`src/rtl/dma_rd_arb.sv`:
```
// dma_rd_arb: three-source round-robin arbiter for a shared DMA read request
// channel, with a tag FIFO that steers multi-beat read responses back to the
// source that issued the request.
// Optional feature: define DMA_RD_ARB_CREDIT_EN to cap outstanding requests
// per source at CREDIT; without it only TAG_DEPTH bounds outstanding requests.
module dma_rd_arb #(
  parameter int REQ_PD_W  = 79,
  parameter int RSP_PD_W  = 514,
  parameter int SIZE_W    = 15,
  parameter int TAG_DEPTH = 16,
  parameter int CREDIT    = 8
) (
  input  logic                    clk,
  input  logic                    rst,
  input  logic [2:0]              src_req_valid,
  output logic [2:0]              src_req_ready,
  input  logic [3*REQ_PD_W-1:0]   src_req_pd,
  output logic                    rd_req_valid,
  input  logic                    rd_req_ready,
  output logic [REQ_PD_W-1:0]     rd_req_pd,
  output logic [1:0]              wt_dma_id,
  input  logic                    rd_rsp_valid,
  output logic                    rd_rsp_ready,
  input  logic [RSP_PD_W-1:0]     rd_rsp_pd,
  output logic [2:0]              src_rsp_valid,
  input  logic [2:0]              src_rsp_ready,
  output logic [RSP_PD_W-1:0]     src_rsp_pd,
  output logic                    err_unexp_rsp
);

  localparam int AW = $clog2(TAG_DEPTH);
  localparam int CW = AW + 1;

  // Reject configurations the pointer arithmetic cannot handle.
  if ((TAG_DEPTH < 2) || ((TAG_DEPTH & (TAG_DEPTH - 1)) != 0) || (CREDIT < 1)) begin : g_bad_cfg
    $error("dma_rd_arb: TAG_DEPTH must be a power of 2 >= 2 and CREDIT >= 1");
  end

  logic [1:0]          tagSrcMem  [TAG_DEPTH];
  logic [SIZE_W-1:0]   tagSizeMem [TAG_DEPTH];
  logic [AW-1:0]       wrPtr_q, wrPtr_d, rdPtr_q, rdPtr_d;
  logic [CW-1:0]       count_q, count_d;
  logic [SIZE_W-1:0]   beat_q, beat_d;
  logic [1:0]          ptr_q, ptr_d;
  logic                reqValid_q, reqValid_d;
  logic [REQ_PD_W-1:0] reqPd_q, reqPd_d;
  logic [1:0]          dmaId_q, dmaId_d;
  logic                err_q, err_d;

  logic                fifoEmpty, fifoFull, live, canAccept, accept, beat, pop;
  logic [2:0]          eligible, grant, cand;
  logic [1:0]          grantIdx, headSrc;
  logic [SIZE_W-1:0]   headSize;
  logic [REQ_PD_W-1:0] selPd;

  assign fifoEmpty = (count_q == '0);
  assign fifoFull  = (count_q == CW'(TAG_DEPTH));
  assign headSrc   = tagSrcMem[rdPtr_q];
  assign headSize  = tagSizeMem[rdPtr_q];
  assign live      = !rst && !fifoEmpty;

`ifdef DMA_RD_ARB_CREDIT_EN
  localparam int CRW = $clog2(CREDIT + 1);
  logic [CRW-1:0] credit_q [3];
  logic [CRW-1:0] credit_d [3];

  // A source with CREDIT requests still in flight drops out of arbitration.
  always_comb begin
    eligible = '0;
    for (int i = 0; i < 3; i++) begin
      eligible[i] = src_req_valid[i] && (credit_q[i] != CRW'(CREDIT));
    end
  end

  // Per-source outstanding count: +1 on accept, -1 on the final beat of its head tag.
  always_comb begin
    for (int i = 0; i < 3; i++) begin
      credit_d[i] = credit_q[i] + CRW'(accept && (grantIdx == 2'(i)))
                                - CRW'(pop && (headSrc == 2'(i)));
    end
  end

  // Credit counters.
  always_ff @(posedge clk) begin
    for (int i = 0; i < 3; i++) begin
      if (rst) credit_q[i] <= '0;
      else     credit_q[i] <= credit_d[i];
    end
  end
`else
  assign eligible = src_req_valid;
`endif

  // Round-robin search starting at the priority pointer; grants only when the
  // output register can take a new request and the tag FIFO has room.
  always_comb begin
    grant     = '0;
    grantIdx  = '0;
    accept    = 1'b0;
    cand      = '0;
    canAccept = !rst && (!reqValid_q || rd_req_ready) && !fifoFull;
    for (int k = 0; k < 3; k++) begin
      cand = {1'b0, ptr_q} + 3'(k);
      if (cand >= 3'd3) cand = cand - 3'd3;
      if (!accept && canAccept && eligible[cand[1:0]]) begin
        accept   = 1'b1;
        grantIdx = cand[1:0];
      end
    end
    if (accept) grant[grantIdx] = 1'b1;
    selPd = src_req_pd[int'(grantIdx)*REQ_PD_W +: REQ_PD_W];
  end

  // Response steering: only the head-tag source sees the shared response.
  always_comb begin
    src_rsp_valid = '0;
    if (live) src_rsp_valid[headSrc] = rd_rsp_valid;
  end

  assign rd_rsp_ready = live && src_rsp_ready[headSrc];
  assign src_rsp_pd   = rd_rsp_pd;
  assign beat         = rd_rsp_valid && rd_rsp_ready;
  assign pop          = beat && (beat_q == headSize);

  // Tag FIFO pointers, occupancy and beat counter for the head entry.
  always_comb begin
    wrPtr_d = wrPtr_q;
    rdPtr_d = rdPtr_q;
    beat_d  = beat_q;
    if (beat) begin
      if (pop) begin
        rdPtr_d = rdPtr_q + AW'(1);
        beat_d  = '0;
      end else begin
        beat_d  = beat_q + SIZE_W'(1);
      end
    end
    if (accept) wrPtr_d = wrPtr_q + AW'(1);
    count_d = count_q + CW'(accept) - CW'(pop);
    err_d   = err_q || (fifoEmpty && rd_rsp_valid);
  end

  // Output request register: load on accept, empty once the consumer takes it.
  always_comb begin
    reqValid_d = reqValid_q;
    reqPd_d    = reqPd_q;
    dmaId_d    = dmaId_q;
    ptr_d      = ptr_q;
    if (accept) begin
      reqValid_d = 1'b1;
      reqPd_d    = selPd;
      dmaId_d    = grantIdx;
      ptr_d      = (grantIdx == 2'd2) ? 2'd0 : grantIdx + 2'd1;
    end else if (rd_req_ready) begin
      reqValid_d = 1'b0;
    end
  end

  // Control state, all cleared by reset.
  always_ff @(posedge clk) begin
    if (rst) begin
      wrPtr_q    <= '0;
      rdPtr_q    <= '0;
      count_q    <= '0;
      beat_q     <= '0;
      ptr_q      <= '0;
      reqValid_q <= 1'b0;
      reqPd_q    <= '0;
      dmaId_q    <= '0;
      err_q      <= 1'b0;
    end else begin
      wrPtr_q    <= wrPtr_d;
      rdPtr_q    <= rdPtr_d;
      count_q    <= count_d;
      beat_q     <= beat_d;
      ptr_q      <= ptr_d;
      reqValid_q <= reqValid_d;
      reqPd_q    <= reqPd_d;
      dmaId_q    <= dmaId_d;
      err_q      <= err_d;
    end
  end

  // Tag storage; contents are meaningless until written, so no reset is needed.
  always_ff @(posedge clk) begin
    if (accept) begin
      tagSrcMem[wrPtr_q]  <= grantIdx;
      tagSizeMem[wrPtr_q] <= selPd[REQ_PD_W-1 -: SIZE_W];
    end
  end

  assign src_req_ready = grant;
  assign rd_req_valid  = reqValid_q;
  assign rd_req_pd     = reqPd_q;
  assign wt_dma_id     = dmaId_q;
  assign err_unexp_rsp = err_q;

endmodule

```
`config.mk`:
```
export PLATFORM = sky130hd
export DESIGN_NAME = dma_rd_arb
export DESIGN_NICKNAME = d
export VERILOG_FILES = /design/src/rtl/dma_rd_arb.sv
export SDC_FILE = /design/constraint.sdc
export NUM_CORES = 1
export LEC_CHECK = 0
export CAP_MARGIN = 20
export CORE_AREA = 2 2 535 537
export CTS_BUF_LIST = sky130_fd_sc_hd__clkbuf_2 sky130_fd_sc_hd__clkbuf_4 sky130_fd_sc_hd__clkbuf_8
export DETAILED_ROUTE_END_ITERATION = 10
export DIE_AREA = 0 0 537 539
export PLACE_DENSITY = 0.3
export RECOVER_POWER = 100
export SETUP_SLACK_MARGIN = 0.5
export SLEW_MARGIN = 20
export SYNTH_ARGS = -nofsm -noshare
export SYNTH_HDL_FRONTEND = slang
export SYNTH_SLANG_ARGS = --single-unit
```
`constraint.sdc`:
```
create_clock -name clk -period 6.9 [get_ports clk]
set_input_delay 1.035 -clock clk [delete_from_list [all_inputs] [get_ports clk]]
set_output_delay 1.035 -clock clk [all_outputs]
set_load 0.005 [all_outputs]
```
==> results.sh <==
export IMPL_status="complete, but fails checks"
export IMPL_violations="capacitance limit, slew limit"
export IMPL_cts_setup_buffers=0
export IMPL_ctsResizeCount=0
export IMPL_die_w_um=537
export IMPL_final_antenna_net_count=0
export IMPL_reg2reg_from="ptr_q[0]$_SDFFE_PP0P_"
export IMPL_wl_met2_um=52700
export IMPL_grt_pass1_wl_um=160000
export IMPL_gp_congestion=0.766
export IMPL_die_h_um=539
export IMPL_p_comb_share_pct=23.6
export IMPL_synthDistinctLibCells=61
export IMPL_skew_ps=77.5
export IMPL_start_util_pct=7.15
export IMPL_r2r_worst_path_cells=10
export IMPL_cts_sinks=389
export IMPL_ff2ff_setup_slack_ps=1330
export IMPL_maxSlewHeadroom_pct=-90.7
export IMPL_ir_worst_vdd_uv=121
export IMPL_holdPathStages=2
export IMPL_synth_nets=2480
export IMPL_crit_fanout=35
export IMPL_wl_per_cell_um=24.1
export IMPL_path_clk_slew_ps=60
export IMPL_regToRegEndpoint="rd_req_pd[11]$_SDFFE_PP0P_"
export IMPL_grt_overflow=0
export IMPL_maxCapViolations=22
export IMPL_core_area_um2=284000
export IMPL_cp_required_ps=7530
export IMPL_row_count=196
export IMPL_synth_async_reset_ratio_pct=0
export IMPL_synth_seq_cells=389
export IMPL_die_area_um2=289000
export IMPL_slowest_stage="clkbuf_1"
export IMPL_wl_met1_um=40000
export IMPL_report_final_slew_viol_count=490
export IMPL_place_inst=5229
export IMPL_drt_vias_per_instance=2.48
export IMPL_dr_total_vias=13300
export IMPL_cts_tree="yes"
export IMPL_cts_buffers=77
export IMPL_maxClockFrequency_mhz=173
export IMPL_synth_edff_count=272
export IMPL_holdCritStartpoint="err_unexp_rsp$_SDFF_PP0_"
export IMPL_cp_start_kind="primary input"
export IMPL_io_pin_count=1365
export IMPL_p_seq_share_pct=41.9
export IMPL_switching_share_pct=33.0
export IMPL_routed_wl_um=129000
export IMPL_h_tree_depth=3
export IMPL_drtIter0Drc=945
export IMPL_period_minus_slack_ps=5790
export IMPL_wl_met3_um=27200
export IMPL_design_area_um2=25800
export IMPL_grt_usage_pct=8.63
export IMPL_synth_main_ff_cell="edfxtp_1"
export IMPL_top_layer="met5"
export IMPL_rsz0062_at_grt="false"
export IMPL_hold_buffers=0
export IMPL_pwr_share_clk_pct=34.6
export IMPL_arrival_ps=6420
export IMPL_ys_seq_area_share_pct=51.7
export IMPL_switchingPower_mw=2.32
export IMPL_slowest_delay_ps=1830
export IMPL_crit_chain="dlygate4sd3_1 -> mux2i_1 -> o21ai_0 -> o21ai_0 -> a21boi_4 -> clkbuf_1 -> nor3_2 -> clkbuf_1 -> nand2_1 -> a21oi_1"
export IMPL_setup_viol=0
export IMPL_drive_gt1_share_pct=13.4
export IMPL_cts_root_buffer="clkbuf_8"
export IMPL_dr_pass1_iters=9
export IMPL_grt_max_degree=68
export IMPL_cts_buffer_depth=3
export IMPL_grt_pass1_vias=13900
export IMPL_whs_endpoint="err_unexp_rsp$_SDFF_PP0_"
export IMPL_syn_to_final_growth_pct=27.2
export IMPL_dp_hpwl_um=99000
export IMPL_insertion_delay_ps=780
export IMPL_place_area_um2=24500
export IMPL_hold_ws_ps=495
export IMPL_n_fill_cell=32800
export IMPL_worstMarginPinSlew_ps=2850
export IMPL_critPathTopFamily="buffers and inverters"
export IMPL_hold_viol=0
export IMPL_antenna_found_initial=15
export IMPL_fin_cells=5370
export IMPL_endpoint_kind="flip-flop"
export IMPL_drcViolationCount=0
export IMPL_syn_cell_area_um2=20300
export IMPL_intPower_mw=4.71
export IMPL_p_leak_nw=7.51
export IMPL_worstSetupPathType="in2reg"
export IMPL_nNetsFinal=2323
export IMPL_syn_inst=1703
export IMPL_io_buffer_count=336
export IMPL_fin_tns_setup_ps=0
export IMPL_hp_class="reg2reg"
export IMPL_post_synth_cell_area_avg_um2=11.9
export IMPL_synth_warnings=0
export IMPL_finalCritPeriodShare_pct=84.0
export IMPL_crit_buf_inv=3
export IMPL_pwr_density_cell_nw_per_um2=272
[state kept, by name (all words and copies together), names as in the netlist, named ones only]
| register | count |
|---|---|
| tagSizeMem | 240 |
| err_unexp_rsp | 1 |
| wrPtr_q | 4 |
| count_q | 5 |
| tagSrcMem | 32 |
| rd_req_valid | 1 |
| rd_req_pd | 79 |
| ptr_q | 2 |
| rdPtr_q | 4 |
| beat_q | 15 |
| wt_dma_id | 2 |
[how the worst max path moves through the flow]
stage / slack [ps] / from / cells past startpoint / to
after global placement: 1990 / flip-flop / 16 / count_q[4]$_SDFF_PP0_
final: 1110 / src_req_valid[0] / 10 / rd_req_pd[11]$_SDFFE_PP0P_
after floorplan: 2920 / rd_req_ready / 7 / tagSizeMem[3][0]$_DFFE_PP_
after CTS: 1590 / flip-flop / 7 / rd_rsp_ready
after global routing: 830 / src_req_valid[0] / 8 / src_req_ready[0]
after detailed placement: 2080 / flip-flop / 16 / count_q[4]$_SDFF_PP0_
[per-stage QoR]
step	util, %	power (mW)	worst slack, ps
5_1_grt	9.09	7.47	829
6_report	9.10	7.03	1110
2_1_floorplan	-	3.95	2920
3_3_place_gp	8.63	4.80	1990
4_1_cts	9.15	7.35	1590
3_5_place_dp	8.63	4.78	2080
[cells by family after synthesis]
family                     after synthesis  share of synthesized area, %
DFF                                    389                          51.7
xor gates and xnor gates                42                          1.81
muxes                                  111                          8.83
adders and majority gates               16                          1.02
AOI/OAI and AO/OA                      266                          9.40
buffers and inverters                  619                          21.4
and+or+nand+nor                        260                          5.81
[cell usage in the layout (no fill, tap or decap), types with 19 or more instances in the layout]
master / n
a21oi_1: 85
a221oi_1: 35
a222oi_1: 33
a22oi_1: 20
clkbuf_4: 24
clkbuf_8: 78
clkdlybuf4s50_1: 246
dfxtp_1: 114
dlygate4sd3_1: 89
edfxtp_1: 272
inv_1: 19
mux2i_1: 51
mux4_2: 54
nand2_1: 119
nor2_1: 59
o21ai_0: 46
xnor2_1: 23
xor2_1: 19
[power by group through the flow]
stage,combinational (mW),sequential (mW),clock (mW)
final,1.66,2.94,2.43
after global placement,1.81,2.99,0
after detailed placement,1.79,2.99,0
after floorplan,0.983,2.97,0
after global routing,1.83,2.97,2.68
after CTS,1.80,2.95,2.60
[area by class of cell]
cell class | instances | area, µm² | area share (%)
antenna | 9 | 22.5 | 0.0872
clock inverter | 30 | 229 | 0.886
clock buffer | 102 | 1250 | 4.85
tap | 3762 | 4710 | 18.2
multi-input combinational | 695 | 5470 | 21.2
sequential | 389 | 10500 | 40.7
inverter | 20 | 77.6 | 0.300
timing repair buffer | 363 | 3560 | 13.8
[tightest hold or removal path, delay by kind of cell (launching register included)]
kind | cells | cell delay, ps
AO/OA/AOI/OAI | 1 | 50
flip-flops | 1 | 340
AND/OR/NAND/NOR | 1 | 70
[layer usage]
layer  vias up  GRT usage, %
met1      6391          7.50
li1       5364             -
met3       251          8.90
met5         -          4.50
met2      1300          12.0
met4        24          4.68
[Yosys cell counts (3+ instances only)]
library cell | number | area [µm²]
edfxtp_1 | 272 | 8170
buf_2 | 11 | 55.1
nand3_1 | 18 | 90.1
nand2b_1 | 6 | 37.5
dfxtp_1 | 117 | 2340
nor2b_1 | 8 | 50.1
ha_1 | 15 | 188
clkbuf_1 | 53 | 199
a221oi_1 | 35 | 307
xnor2_1 | 23 | 201
and3_1 | 6 | 37.5
a22oi_1 | 20 | 150
a22o_1 | 3 | 26.3
a222oi_1 | 33 | 330
inv_1 | 19 | 71.3
a21boi_0 | 3 | 22.5
xor2_1 | 19 | 166
o21ai_0 | 46 | 230
a21oi_1 | 84 | 420
and2_1 | 3 | 18.8
nor3_1 | 10 | 50.1
a311oi_1 | 16 | 140
nand4_1 | 5 | 31.3
a21o_1 | 3 | 22.5
mux2i_1 | 51 | 510
and4_1 | 3 | 26.3
nor4b_1 | 4 | 35.0
buf_1 | 9 | 33.8
nor2_1 | 60 | 225
buf_6 | 9 | 101
buf_4 | 517 | 3880
or3_1 | 7 | 43.8
mux2_2 | 4 | 45.0
nor3b_1 | 3 | 22.5
nand2_1 | 119 | 447
mux4_2 | 54 | 1220
(Power assumes the default switching activity.)
